**src/rtl/alu_op_dispatch.sv**
```systemverilog
// Registered ALU operation dispatcher: accepts an op, fires a one-hot unit enable,
// then waits for that unit's done flag with illegal-op and timeout detection.
module alu_op_dispatch #(
    parameter int                       FUN_W     = 4,
    parameter int                       SEL_W     = 2,
    parameter int                       DATA_W    = 16,
    parameter logic [(2**SEL_W)-1:0]    UNIT_MASK = '1,
    parameter int                       TIMEOUT   = 16
) (
    input  logic                        clk,
    input  logic                        rst_n,
    input  logic                        in_valid_i,
    output logic                        in_ready_o,
    input  logic [FUN_W-1:0]            alu_fun_i,
    input  logic [DATA_W-1:0]           a_i,
    input  logic [DATA_W-1:0]           b_i,
    output logic [(2**SEL_W)-1:0]       unit_en_o,
    output logic [FUN_W-SEL_W-1:0]      unit_fun_o,
    output logic [DATA_W-1:0]           opa_o,
    output logic [DATA_W-1:0]           opb_o,
    input  logic [(2**SEL_W)-1:0]       unit_done_i,
    output logic                        cmpl_valid_o,
    output logic [SEL_W-1:0]            cmpl_unit_o,
    output logic                        err_illegal_o,
    output logic                        err_timeout_o,
    output logic                        busy_o
);

    localparam int NUM_UNITS = 2**SEL_W;
    localparam int SUB_W     = FUN_W - SEL_W;
    localparam bit TO_EN     = (TIMEOUT != 0);
    localparam logic [7:0] TO_LAST = (TIMEOUT == 0) ? 8'd0 : 8'(TIMEOUT - 1);

    typedef enum logic [1:0] {IDLE, ISSUE, WAIT} state_e;

    state_e                 state_q, state_d;
    logic [SEL_W-1:0]       sel_q, sel_d;
    logic [SUB_W-1:0]       sub_q, sub_d;
    logic [DATA_W-1:0]      opa_q, opa_d;
    logic [DATA_W-1:0]      opb_q, opb_d;
    logic [7:0]             cnt_q, cnt_d;
    logic                   cmpl_valid_q, cmpl_valid_d;
    logic [SEL_W-1:0]       cmpl_unit_q, cmpl_unit_d;
    logic                   err_ill_q, err_ill_d;
    logic                   err_to_q, err_to_d;

    logic [SEL_W-1:0]       selIn;
    logic                   doneSel;
    logic                   timeoutHit;

    assign selIn      = alu_fun_i[FUN_W-1 -: SEL_W];
    assign doneSel    = unit_done_i[sel_q];
    assign timeoutHit = TO_EN && (cnt_q == TO_LAST);

    always_ff @(posedge clk or negedge rst_n) begin
        if (!rst_n) begin
            state_q      <= IDLE;
            sel_q        <= '0;
            sub_q        <= '0;
            opa_q        <= '0;
            opb_q        <= '0;
            cnt_q        <= '0;
            cmpl_valid_q <= 1'b0;
            cmpl_unit_q  <= '0;
            err_ill_q    <= 1'b0;
            err_to_q     <= 1'b0;
        end else begin
            state_q      <= state_d;
            sel_q        <= sel_d;
            sub_q        <= sub_d;
            opa_q        <= opa_d;
            opb_q        <= opb_d;
            cnt_q        <= cnt_d;
            cmpl_valid_q <= cmpl_valid_d;
            cmpl_unit_q  <= cmpl_unit_d;
            err_ill_q    <= err_ill_d;
            err_to_q     <= err_to_d;
        end
    end

    // Status pulses are computed here so they land one cycle after the deciding edge.
    always_comb begin
        state_d      = state_q;
        sel_d        = sel_q;
        sub_d        = sub_q;
        opa_d        = opa_q;
        opb_d        = opb_q;
        cnt_d        = cnt_q;
        cmpl_valid_d = 1'b0;
        cmpl_unit_d  = '0;
        err_ill_d    = 1'b0;
        err_to_d     = 1'b0;
        case (state_q)
            IDLE: begin
                if (in_valid_i) begin
                    sel_d = selIn;
                    sub_d = alu_fun_i[SUB_W-1:0];
                    opa_d = a_i;
                    opb_d = b_i;
                    cnt_d = '0;
                    if (UNIT_MASK[selIn]) begin
                        state_d = ISSUE;
                    end else begin
                        err_ill_d = 1'b1;
                    end
                end
            end
            ISSUE: begin
                if (doneSel) begin
                    state_d      = IDLE;
                    cmpl_valid_d = 1'b1;
                    cmpl_unit_d  = sel_q;
                end else begin
                    state_d = WAIT;
                end
            end
            WAIT: begin
                // A done arriving on the timeout edge still counts as a completion.
                if (doneSel) begin
                    state_d      = IDLE;
                    cmpl_valid_d = 1'b1;
                    cmpl_unit_d  = sel_q;
                end else if (timeoutHit) begin
                    state_d  = IDLE;
                    err_to_d = 1'b1;
                end else begin
                    cnt_d = cnt_q + 8'd1;
                end
            end
            default: state_d = IDLE;
        endcase
    end

    always_comb begin
        in_ready_o = (state_q == IDLE);
        busy_o     = (state_q != IDLE);
        unit_en_o  = '0;
        if (state_q == ISSUE) begin
            unit_en_o = {{(NUM_UNITS-1){1'b0}}, 1'b1} << sel_q;
        end
    end

    assign unit_fun_o    = sub_q;
    assign opa_o         = opa_q;
    assign opb_o         = opb_q;
    assign cmpl_valid_o  = cmpl_valid_q;
    assign cmpl_unit_o   = cmpl_unit_q;
    assign err_illegal_o = err_ill_q;
    assign err_timeout_o = err_to_q;

endmodule

```
**config.mk**
```make
export PLATFORM = sky130hd
export DESIGN_NAME = alu_op_dispatch
export DESIGN_NICKNAME = d
export VERILOG_FILES = /design/src/rtl/alu_op_dispatch.sv
export SDC_FILE = /design/constraint.sdc
export NUM_CORES = 1
export LEC_CHECK = 0
export CAP_MARGIN = 25
export CORE_MARGIN = 8
export CORE_UTILIZATION = 43
export DETAILED_ROUTE_END_ITERATION = 7
export PLACE_DENSITY_LB_ADDON = 0.1
export SETUP_SLACK_MARGIN = 0.05
export SLEW_MARGIN = 20
export SYNTH_ARGS = -nofsm -noshare
export SYNTH_HDL_FRONTEND = slang
export SYNTH_SLANG_ARGS = --single-unit
```
**constraint.sdc**
```tcl
create_clock -name clk -period 2.15 [get_ports clk]
set_clock_uncertainty 0.15 [all_clocks]
set_input_delay 0.5375 -clock clk [delete_from_list [all_inputs] [get_ports clk]]
set_output_delay 0.5375 -clock clk [all_outputs]
set_load 0.01 [all_outputs]
```
# == After elaboration in Yosys (flattened, before gate mapping) ==
# Index checks and enable logic that the tools add are counted.
# word_totals
out_inout_bits,45
inputBits,43
ff_bits,51
latch_bits,0
ram_bits,0
romBits,0
memories,0
# op_classes
mul,0
div,0
n_bitwise,0
muxes,25
shifts,1
order_cmp,2
addsub,1
n_reduce_logical,7
eq_ne,8
# ops
op,count
8-bit 2-to-1 mux,3
8-bit one-hot mux with 2 select lines,1
2-bit 2-to-1 mux,7
1-bit 2-to-1 mux,10
"8-bit by 1-bit adder with 8-bit output, second input constant",1
"8-bit by 4-bit equality test with 1-bit output, second input constant",1
"2-bit by 3-bit < comparator with 1-bit output, second input constant",2
"2-bit != test, second input constant",3
2-bit one-hot mux with 3 select lines,1
1-bit binary-select mux with 2-bit select,2
4-bit 2-to-1 mux,1
4-bit AND reduction,1
2-bit nonzero test,2
"1-bit by 2-bit left shift with 4-bit output, first input constant",1
"3-bit != test, second input constant",1
3-bit AND reduction,1
"2-bit by 1-bit equality test with 1-bit output, second input constant",1
"2-bit equality test, second input constant",1
2-bit zero test,1
"2-bit by 1-bit != test with 1-bit output, second input constant",1
2-bit AND reduction,1
2-bit OR reduction,1

# == Logic depth before layout (Yosys ltp) ==
# depth
depth_word,5
depth_mapped,7
ltp_nobuf,6

# == Worst setup path after synthesis ==
# No wires, ideal clock.
# synth_path
path_kind,reg2reg
startpoint,register state_q[0]
endpoint,register cnt_q[0]
setup_ns,0.121
slack_ns,0.188
synth_period_minus_slack_ns,1.962
t_arrival_ns,1.691
stages_incl_launch_ff,7
t_required_ns,1.879
path_cell_list,dfrtp_1 -> inv_1 -> ha_1 -> mux2i_1 -> clkbuf_1 -> nor3_1 -> a22o_1
# synth_via
elab_chain_len,3
word_cells_on_any_way,8
classes_between,4 x eq/ne; 1 x mux; 3 x reduce/logical
# synth_rtl
item,line_no,rtl
from (decl),36,"state_e state_q, state_d;"
from (signal assigned),68,state_q <= state_d;
2-bit zero test (*),--,
named net in_ready_o,13,"output logic in_ready_o,"
2-bit != test (no line) or 2-bit nonzero test (tied branches),--,
4-bit AND reduction (no line),--,
to (signal assigned),73,cnt_q <= cnt_d;
to (decl),41,"logic [7:0] cnt_q, cnt_d;"
# Mark *: on every way through the listed nets, which the timed path passes. The rest lies on a longest branch.
# A chain may end at the register's enable or synchronous reset.

# == Final worst setup path ==
# layout_path
startpoint,register state_q[0]
endpoint,output port unit_en_o[3]
# layout_via
elab_chain_len,2
# layout_rtl
item,line_no,rtl
2-bit by 1-bit equality test with 1-bit output,138,if (state_q == ISSUE) begin
4-bit 2-to-1 mux,138,
to (decl),17,"output logic [(2**SEL_W)-1:0] unit_en_o,"
# No other way between the ends.

==> results.py <==
metrics = {
    "status": {
        "status": "finished clean",
    },
    "die": {
        "fp.dieArea_um2": 7650,
        "io_pins": 88,
        "fp-row-count": 26,
        "die_w_um": 87.5,
        "start_util_pct": 43.9,
        "core_um2": 5010,
        "die_y_um": 87.5,
    },
    "cells_and_area": {
        "num-fill-cells": 417,
        "fin_nets": 319,
        "drive_gt1_share_pct": 27.8,
        "diodes": 0,
        "area_growth_pct": 55.8,
        "fin_util_pct": 68.3,
        "fin_area_um2": 3420,
    },
    "critical_path": {
        "crit_arrival_ns": 1.33,
        "worstSetupPathType": "reg -> out",
        "r2r-start": "cnt_q[0]$_DFFE_PN0P_",
        "r2r_slack_ns": 0.20,
        "crit_required_ns": 1.46,
        "crit_path_start_kind": "flip-flop",
        "end_kind": "output pin",
        "r2r_end": "cnt_q[4]$_DFFE_PN0P_",
        "path_max_fanout": 5,
        "rr_worst_depth": 4,
    },
    "place": {
        "post-place-ws_ns": -0.288,
        "place_congestion": 0.763,
        "io_buffers": 86,
        "dpl.hpwl_um": 4130,
        "place_area_um2": 3250,
    },
    "cts": {
        "clockBufferDepth": 2,
        "cts_made_buffers": 5,
        "clock_sinks": 50,
        "ctsHoldBuffers": 0,
        "tritoncts": "built",
        "cts_max_level": 2,
        "clk_latency_ns": 0.30,
        "root_buffer": "clkbuf_8",
        "path_clk_slew_ns": 0.09,
    },
    "power_and_ir_drop": {
        "p_leak_nw": 1.48,
        "power_density_nw_per_um2": 1280,
        "power.switching_mw": 1.39,
        "vdd_drop_max_uv": 737,
        "swShare_pct": 31.8,
        "power_frac_clock_pct": 14.9,
        "seqPwrFrac_pct": 35.3,
        "power_mw": 4.39,
        "intPower_mw": 2.99,
        "share_comb_of_total_power_pct": 49.8,
    },
    "run": {
        "maxCapViolCount": 0,
    },
    "synth": {
        "synthMostInstantiatedCell": "dfrtp_1",
        "synth_fp_nets": 217,
        "syn_area_um2": 2200,
        "synthFlopType": "dfrtp_1",
        "synth_area_leaders": "dfrtp_1 57%, mux2_2 18%, ha_1 2.3%, nand2_1 2.2%, mux2i_1 1.8%",
        "synth_edf_count": 0,
        "async_reset_ff_share_pct": 100,
        "netlist_instances": 170,
        "avgSynthCellArea_um2": 12.9,
        "seq_area_frac_synth_pct": 56.9,
        "yosysWarnings": 0,
        "ys_types": 34,
        "yosys_register_bits": 50,
        "synth.top_cell.area_share_pct": 56.9,
        "synthTopCellsByCount": "50 x dfrtp_1, 36 x mux2_2, 13 x nand2_1",
        "netlist.top_cell.by_area": "dfrtp_1",
    },
    "min_path": {
        "worstHoldPathType": "in -> async",
    },
    "timing": {
        "worst_slack_ns": 0.129,
        "grt_setup_unrepaired": "no",
        "fin_crit_sh_pct": 94.0,
        "maxSlewViolCount": 0,
        "max_freq_mhz": 495,
        "holdWs_ns": 0.0494,
        "hold_viol_final": 0,
        "min_period_ns": 2.02,
        "setup_viol": 0,
    },
    "grt": {
        "grt_max_degree": 51,
        "grt_pass1_vias": 1910,
        "grt.total_usage_pct": 15.3,
        "overflow": 0,
        "antenna_found_initial": 0,
        "grt_pass1_wl_um": 9160,
    },
    "routing": {
        "finalWirelength_um": 5420,
        "routedWlPerCell_um": 15.8,
        "firstDrtPassIters": 4,
        "detail_route.vias_per_cell": 5.02,
        "drc_errors": 0,
        "first_iter_violations": 107,
        "vias": 1721,
        "antenna_left": 0,
    },
}
[layout by cell type (no fill, tap or decap), drive strengths merged, types with 5 or more instances in the layout]
master / Yosys / layout
clkdlybuf4s50: 0 / 75
dfrtp: 50 / 50
mux2: 36 / 36
buf: 2 / 19
nand2: 13 / 13
nand3: 8 / 8
clkbuf: 6 / 7
o21ai: 6 / 6
nor3: 5 / 5
[timing repair]
item                                    4_1_cts  5_1_grt
resized for setup                            17       16
pin swaps                                     2        2
buffers inserted                              0        2
endpoints found under the setup margin        8       11
[area by class of cell]
cell class / count / area [um2] / area share [%]
Multi-Input combinational cell: 108 / 928 / 27.1
Tap cell: 70 / 87.6 / 2.56
Sequential cell: 50 / 1250 / 36.6
Clock inverter: 2 / 37.5 / 1.10
Inverter: 4 / 15.0 / 0.439
Timing Repair Buffer: 103 / 1030 / 30.1
Clock buffer: 6 / 72.6 / 2.12
[worst max-delay path, stage by stage, from the launching register on]
cell and delay [ns]:
dfrtp_1 0.44, ha_4 0.20, and3_1 0.17, clkdlybuf4s15_2 0.23
[cells by family after synthesis]
logic type | share of synthesized area [%]
adder cells (fa/ha/maj) | 2.28
multiplexers | 21.3
other | 0.171
buffers and inverters | 2.56
flip-flops | 56.9
AND/OR/NAND/NOR | 10.8
AO/OA/AOI/OAI | 5.92
[layer usage]
metal / share of wire, % / wire length, um / track usage (%)
met4: 1.1 / 61 / 4.22
met3: 11 / 572 / 8.02
met5: 0 / 0 / 0
met1: 39 / 2140 / 17.6
met2: 49 / 2650 / 24.2
[through the flow]
stage,instances,setup TNS [ns]
6_report,343,0
5_1_grt,343,0
4_1_cts,341,0
3_5_place_dp,333,-2.07
3_3_place_gp,333,-1.69
2_1_floorplan,170,0
[how the worst max path moves through the flow]
stage	from	depth (start not counted)	slack (ns)	to
5_1_grt	state_q[1]$_DFFE_PN0P_	9	0.05	cnt_q[7]$_DFFE_PN0P_
2_1_floorplan	state_q[0]$_DFFE_PN0P_	6	0.19	cnt_q[0]$_DFFE_PN0P_
4_1_cts	state_q[1]$_DFFE_PN0P_	4	0.03	unit_en_o[0]
3_5_place_dp	unit_done_i[3]	6	-0.29	cnt_q[2]$_DFFE_PN0P_
6_report	state_q[0]$_DFFE_PN0P_	3	0.13	unit_en_o[3]
3_3_place_gp	unit_done_i[3]	6	-0.24	cnt_q[2]$_DFFE_PN0P_
[sequential cells by signal, summed over array words and instances, names as in the netlist]
| register | flops |
|---|---|
| cmpl_valid_o | 1 |
| state_q | 2 |
| opa_o | 16 |
| cmpl_unit_o | 2 |
| err_timeout_o | 1 |
| opb_o | 16 |
| sel_q | 2 |
| cnt_q | 8 |
| unit_fun_o | 2 |
[power by group through the flow]
stage | combinational, mW | clock (mW) | sequential [mW]
after CTS | 2.18 | 0.678 | 1.55
final | 2.19 | 0.656 | 1.55
after detailed placement | 2.17 | 0 | 1.56
after global placement | 2.16 | 0 | 1.54
after floorplan | 0.780 | 0 | 1.72
after global routing | 2.36 | 0.712 | 1.61
Note: power is estimated with default switching activity, not from simulation.
